`src/rtl/dhs_obi_data_arbiter.sv`:
```
// Shares one OBI data port between two cores. The address phase is arbitrated
// round-robin, and an in-order ID FIFO routes each response back to its requester.
module dhs_obi_data_arbiter #(
  parameter int ADDR_WIDTH      = 32,
  parameter int DATA_WIDTH      = 32,
  parameter int MAX_OUTSTANDING = 4
) (
  input  logic                                     clk_i,
  input  logic                                     arst_ni,
  input  logic                                     c0_req_i,
  input  logic                                     c0_we_i,
  input  logic [DATA_WIDTH/8-1:0]                  c0_be_i,
  input  logic [ADDR_WIDTH-1:0]                    c0_addr_i,
  input  logic [DATA_WIDTH-1:0]                    c0_wdata_i,
  output logic                                     c0_gnt_o,
  output logic                                     c0_rvalid_o,
  output logic [DATA_WIDTH-1:0]                    c0_rdata_o,
  input  logic                                     c1_req_i,
  input  logic                                     c1_we_i,
  input  logic [DATA_WIDTH/8-1:0]                  c1_be_i,
  input  logic [ADDR_WIDTH-1:0]                    c1_addr_i,
  input  logic [DATA_WIDTH-1:0]                    c1_wdata_i,
  output logic                                     c1_gnt_o,
  output logic                                     c1_rvalid_o,
  output logic [DATA_WIDTH-1:0]                    c1_rdata_o,
  output logic                                     s_req_o,
  output logic                                     s_we_o,
  output logic [DATA_WIDTH/8-1:0]                  s_be_o,
  output logic [ADDR_WIDTH-1:0]                    s_addr_o,
  output logic [DATA_WIDTH-1:0]                    s_wdata_o,
  input  logic                                     s_gnt_i,
  input  logic                                     s_rvalid_i,
  input  logic [DATA_WIDTH-1:0]                    s_rdata_i,
  output logic [$clog2(MAX_OUTSTANDING+1)-1:0]     outstanding_o,
  output logic                                     err_o
);
  localparam int PTR_W = $clog2(MAX_OUTSTANDING);
  localparam int CNT_W = $clog2(MAX_OUTSTANDING+1);

  logic [MAX_OUTSTANDING-1:0] id_q;
  logic [PTR_W-1:0]           rd_ptr, wr_ptr;
  logic [CNT_W-1:0]           count;
  logic                       last_grant, lock, locked_id, err;
  logic                       winner, full, empty, push, pop, locked_req, head_id;

  // A pending (ungranted) request pins the selection so the address phase stays stable.
  always_comb begin
    winner = 1'b0;
    if (lock)                        winner = locked_id;
    else if (c0_req_i && c1_req_i)   winner = ~last_grant;
    else if (c1_req_i)               winner = 1'b1;
  end

  assign full       = (count == CNT_W'(MAX_OUTSTANDING));
  assign empty      = (count == '0);
  assign locked_req = locked_id ? c1_req_i : c0_req_i;
  assign s_req_o    = (c0_req_i | c1_req_i) & ~full & (~lock | locked_req);
  assign push       = s_req_o & s_gnt_i;
  assign pop        = s_rvalid_i & ~empty;

  assign s_we_o    = winner ? c1_we_i    : c0_we_i;
  assign s_be_o    = winner ? c1_be_i    : c0_be_i;
  assign s_addr_o  = winner ? c1_addr_i  : c0_addr_i;
  assign s_wdata_o = winner ? c1_wdata_i : c0_wdata_i;

  assign c0_gnt_o = push & ~winner;
  assign c1_gnt_o = push &  winner;

  assign head_id     = id_q[rd_ptr];
  assign c0_rvalid_o = pop & ~head_id;
  assign c1_rvalid_o = pop &  head_id;
  assign c0_rdata_o  = s_rdata_i;
  assign c1_rdata_o  = s_rdata_i;

  assign outstanding_o = count;
  assign err_o         = err;

  always_ff @(posedge clk_i or negedge arst_ni) begin
    if (!arst_ni) begin
      id_q       <= '0;
      rd_ptr     <= '0;
      wr_ptr     <= '0;
      count      <= '0;
      last_grant <= 1'b1;
      lock       <= 1'b0;
      locked_id  <= 1'b0;
      err        <= 1'b0;
    end else begin
      if (s_req_o && !s_gnt_i) begin
        lock      <= 1'b1;
        locked_id <= winner;
      end else if (push) begin
        lock      <= 1'b0;
      end
      if (push) begin
        last_grant     <= winner;
        id_q[wr_ptr]   <= winner;
        wr_ptr         <= wr_ptr + PTR_W'(1);
      end
      if (pop) rd_ptr <= rd_ptr + PTR_W'(1);
      case ({push, pop})
        2'b10:   count <= count + CNT_W'(1);
        2'b01:   count <= count - CNT_W'(1);
        default: count <= count;
      endcase
      // A response with nothing outstanding is a protocol violation; keep it visible.
      if (s_rvalid_i && empty) err <= 1'b1;
    end
  end
endmodule

```
`config.mk`:
```
export PLATFORM = sky130hd
export DESIGN_NAME = dhs_obi_data_arbiter
export DESIGN_NICKNAME = d
export VERILOG_FILES = /design/src/rtl/dhs_obi_data_arbiter.sv
export SDC_FILE = /design/constraint.sdc
export NUM_CORES = 1
export LEC_CHECK = 0
export CORE_AREA = 5 5 119 121
export DETAILED_ROUTE_END_ITERATION = 10
export DIE_AREA = 0 0 124 126
export GPL_ROUTABILITY_DRIVEN = 0
export PLACE_DENSITY_LB_ADDON = 0.3
export SKIP_CTS_REPAIR_TIMING = 1
export SKIP_LAST_GASP = 1
export SYNTH_ARGS = -nofsm -noshare
export SYNTH_HDL_FRONTEND = slang
export SYNTH_SLANG_ARGS = --single-unit
```
`constraint.sdc`:
```
create_clock -name clk_i -period 2.7 [get_ports clk_i]
set_input_delay 0.54 -clock clk_i [delete_from_list [all_inputs] [get_ports clk_i]]
set_output_delay 0.54 -clock clk_i [all_outputs]
set_load 0.005 [all_outputs]
```
# == After elaboration in Yosys (flattened, before gate mapping) ==
# Index checks and enable logic that the tools add are counted.
# word_totals
reg_bits,15
in_bits,176
output_inout_bits,142
# classes
n_addsub,4
magnitude_cmp,3
eq_ne,3
mux,16
bitwise,16
n_reduce_logical,8
# op_table
operator,n
$mux 32,2
$mux 1,9
$and 1x1->1,8
$lt 2x3->1 const B,2
$not 1->1,6
$pmux 3 s2,1
$add 2x1->2 const B,2
$bwmux 4,1
$logic_and 1x1->1,4
$mux 4,1
$reduce_bool 2->1,2
$add 3x1->3 const B,1
$eq 3x3->1 const B,1
$logic_not 3->1,1
$sub 3x1->3 const B,1
$bmux 1 s2,1
$demux 1 s2,1
$eq 2x1->1 const B,1
$eq 2x2->1 const B,1
$ge 2x1->1 const B,1
$or 1x1->1,2
$logic_not 1->1,1

# == Depth between registers and ports, before layout ==
# depth
depth_word,7
ltp_mapped,9
mapped_depth_nobuf,8

# == Least setup slack after synthesis ==
# Ideal clock, no wire load.
# synth_path
path_type,input-to-reg
start,input port c0_req_i
end,register count[2] (netlist: outstanding_o[2])
setup_time_ns,0.079
arrival_ns,2.206
required_time_ns,2.621
setup_slack_ns,0.415
stages,9
path_cell_list,or3b_1 buf_2 o2111ai_4 ha_1 inv_1 fa_1 xor2_1 nor2_1 xor2_1
# synth_via
elab_chain_len,6
# synth_lines
element,line,source
start: declaration,10,"input logic c0_req_i,"
$or 1x1->1 / $mux 1 (equally long branches),"57, 56",
$and 1x1->1 / $or 1x1->1 (equally long branches),57,assign s_req_o = (c0_req_i | c1_req_i) & ~full & (~lock | locked_req);
$and 1x1->1 *,57,
$and 1x1->1 *,58,assign push = s_req_o & s_gnt_i;
$eq 2x1->1 / $eq 2x2->1 (equally long branches),101,"case ({push, pop})"
$pmux 3 s2 / $reduce_bool 2->1 (equally long branches),--,
end signal: assignment,102,2'b10: count <= count + CNT_W'(1);
end signal: assignment,103,2'b01: count <= count - CNT_W'(1);
end signal: assignment,104,default: count <= count;
end: declaration,42,logic [CNT_W-1:0] count;
# Mark *: on every way between the ends. The rest lies on a longest branch, timed or not.
# A chain may end at the register's enable or synchronous reset.

# == Worst setup path after layout ==
# layout_path
start,register last_grant
end,output port s_wdata_o[0]
# layout_via
elab_chain_len,4
# layout_lines
element,line,source
start: declaration,43,"logic last_grant, lock, locked_id, err;"
start signal: assignment,96,last_grant <= winner;
$not 1->1,50,else if (c0_req_i && c1_req_i) winner = ~last_grant;
$mux 1,50,
$mux 1,49,if (lock) winner = locked_id;
$mux 32,64,assign s_wdata_o = winner ? c1_wdata_i : c0_wdata_i;
end: declaration,30,"output logic [DATA_WIDTH-1:0] s_wdata_o,"
# Every way passes these cells.

==> impl_metrics.tcl <==
set metrics [dict create \
    status "finished, final reports clean" \
    drive_gt1_share_pct 32.76 \
    setup_viol 0 \
    grt_start_max_net_pins 41 \
    fin_nets 589 \
    slowest_delay_ns 0.54 \
    final_hold_viol_count 0 \
    dr_total_vias 2296 \
    min_from "err_o" \
    htreeDepth 1 \
    drt_iter0_drc 43 \
    switching_share_pct 32.34 \
    grt_pass1_wl_um 13720 \
    grt_use_total_pct 11.39 \
    cts_buffer_depth 2 \
    power.switching_mw 1.214 \
    synthTopCellsByArea "mux2_2 37%, buf_4 22%, dfrtp_1 16%, buf_6 3.5%, ha_1 2.8%" \
    crit_buf_inv 3 \
    skew_ns 0.001322 \
    layout_min_cycle_time_ns 2.699 \
    synth_top_area_share_pct 37.44 \
    rsz0062_at_grt "true" \
    whs_path_depth 1 \
    ant_nets 0 \
    maxCapViolCount 0 \
    r2r_end "outstanding_o[2]" \
    viasPerCell 3.945 \
    p_int_mw 2.541 \
    die_h_um 126 \
    fillers 1299 \
    worstPathMaxFanout 5 \
    antenna_found_initial 0 \
    power.share.sequential_pct 12.5 \
    die_area_um2 15620 \
    clk_pin_slew_ns 0.04 \
    required_ns 2.16 \
    critical_path_class "register to primary output" \
    worst_skew_pair.late_latency_ns 0.24 \
    instances_no_fill 582 \
    r2r-start "outstanding_o[1]" \
    clock_power_share_pct 7.5 \
    fin_ws_ns 0.001084 \
    synth_area_um2 2226 \
    p_leak_nw 2.428 \
    min_to "err_o" \
    finalCritPeriodShare_pct 99.96 \
    pwr-share-comb_pct 80.0 \
    syn_avg_cell_area_um2 10.45 \
    fmax_mhz 370.5 \
    ys_ff_latch 15 \
    ir_drop_mv 0.4859 \
    reg2regPathDepth 8 \
    dp_slack_ns -0.4578 \
    crit_path_start_kind "register" \
    cts_sinks 15 \
    numCtsBuffers 3 \
    place_hpwl_um 8888 \
    power_density_nw_per_um2 782.5 \
    areaGrowthSynthToFinish_pct 115.6 \
    crit_slowest_cell "dfstp_2" \
    dp.cells 549 \
    p_total_mw 3.755 \
    io_buffers 221 \
    critPathArrivalTime_ns 2.16 \
    start_util_pct 17.15 \
    ys_types 30 \
    cts_root_buf "clkbuf_16" \
    hp-class "register to register" \
    slew_headroom_pct 54.48 \
    drc 0 \
    io_pins 318 \
    yosysWarnings 0 \
    ys_seq_area_share_pct 16.92 \
    worstPathCellList "nand2_2 > a22oi_2 > buf_6 > buf_6 > mux2_2 > clkdlybuf4s50_1" \
    wl_per_cell_um 19.88 \
    postSynthCellCount 213 \
    coreArea_um2 12980 \
    cp-end-kind "primary output" \
    synth_top_area_cell "mux2_2" \
    wirelength_um 11570 \
    diodes 0 \
    rrSetupSlack_ns 0.38 \
    crit_family "buffers and inverters" \
    dr.pass1.iters 2 \
    dieWidth_um 124 \
    slew_viol_final 0 \
    worst_pin_slew_ns 0.6807 \
    path_common_cell "buf_6" \
    rows 42 \
    grt_pass1_vias 2361 \
    grt_remaining_overflow 0 \
    cts_tree "built" \
    synth_nets 395 \
]
worst reg2reg max path, stage by stage (launching register included):
cell and delay (ns):
dfrtp_1 0.43, or3b_2 0.60, o2111ai_4 0.16, ha_1 0.21, inv_1 0.05, fa_1 0.38, xor2_1 0.16, nor2_1 0.11
xor2_1 0.14
cells by family (layout without fill, tap and decap cells):
group                      after synthesis  after routing  synth area share [%]
DFF                                     15             15                 16.92
and+or+nand+nor                         15             15                 3.822
adders and majority gates                6              6                 3.710
muxes                                   78             78                 40.25
buffers and inverters                   80            273                 26.81
xor gates and xnor gates                 6              6                 2.361
AOI/OAI and AO/OA                       13             13                 6.127
flip-flops by register name, indices dropped and copies added, names as in the netlist:
register       count
err_o              1
last_grant         1
rd_ptr             2
locked_id          1
lock               1
wr_ptr             2
outstanding_o      3
id_q               4
worst max path at each step:
stage | start | end | cells after the start
3_5_place_dp | c0_req_i | s_addr_o[11] | 6
2_1_floorplan | c0_req_i | outstanding_o[2] | 9
4_1_cts | c1_req_i | s_wdata_o[29] | 6
6_report | last_grant | s_wdata_o[0] | 6
3_3_place_gp | c0_req_i | s_addr_o[11] | 6
5_1_grt | lock | s_addr_o[30] | 6
final cells by class:
cell class                      count  area [µm²]  share of cell area (%)
Inverter                            6       22.52                  0.4694
Sequential cell                    15       376.6                   7.849
Timing Repair Buffer              263        2830                   58.98
Multi-Input combinational cell    118        1270                   26.47
Tap cell                          176       220.2                   4.589
Clock buffer                        4       78.83                   1.643
cell usage in the layout, fill, tap and decap left out, types with 2 or more instances in the layout:
master and instances:
and2_1 5, buf_12 3, buf_4 27, buf_6 8, clkbuf_16 8, clkbuf_2 2
clkdlybuf4s50_1 155, dfrtp_1 14, dlymetal6s2s_1 62, ha_1 5, inv_1 6, mux2_2 72
mux2_4 4, nor2_1 3, o2111ai_1 5, xnor2_1 3, xor2_1 3
through the flow:
step                hold slack (ns)  cell area, µm²  TNS [ns]  utilization [%]
finish                       0.4629            4798         0            36.97
floorplan                    0.2444            2226         0                -
detailed placement           0.4535            4207    -27.98            32.41
CTS                          0.4683            4285    -28.44            33.02
global placement             0.4404            4207    -27.83            32.41
global route                 0.4957            4798   -0.7819            36.97
power by group through the flow:
stage	registers, mW	logic (mW)	clock network (mW)
5_1_grt	0.487	3.22	0.296
6_report	0.469	3.00	0.282
4_1_cts	0.463	2.49	0.288
3_5_place_dp	0.466	2.47	0
3_3_place_gp	0.454	2.45	0
2_1_floorplan	0.437	1.31	0
layer usage:
| layer | share of wire [%] | global-route usage, % | vias up | wire [µm] |
|---|---|---|---|---|
| li1 | - | - | 1069 | - |
| met1 | 36 | 12.34 | 1061 | 4139 |
| met2 | 52 | 21.09 | 158 | 5996 |
| met3 | 12 | 4.305 | 8 | 1334 |
| met4 | 0.86 | 1.933 | 0 | 99 |
| met5 | 0 | 0 | - | 0 |
synthesized netlist by cell type, drive strengths merged:
library cell	number
o31a	1
dfrtp	14
xnor2	3
o21a	1
ha	5
inv	6
xor2	3
a22o	1
a21o	1
a22oi	1
nand2	2
nor3	1
mux2i	1
o2111ai	6
and2	5
or3b	2
nor2	3
buf	74
a21boi	1
fa	1
o211a	1
nor2b	2
mux4	1
mux2	76
dfstp	1
Power figures use the tool's default switching activity.
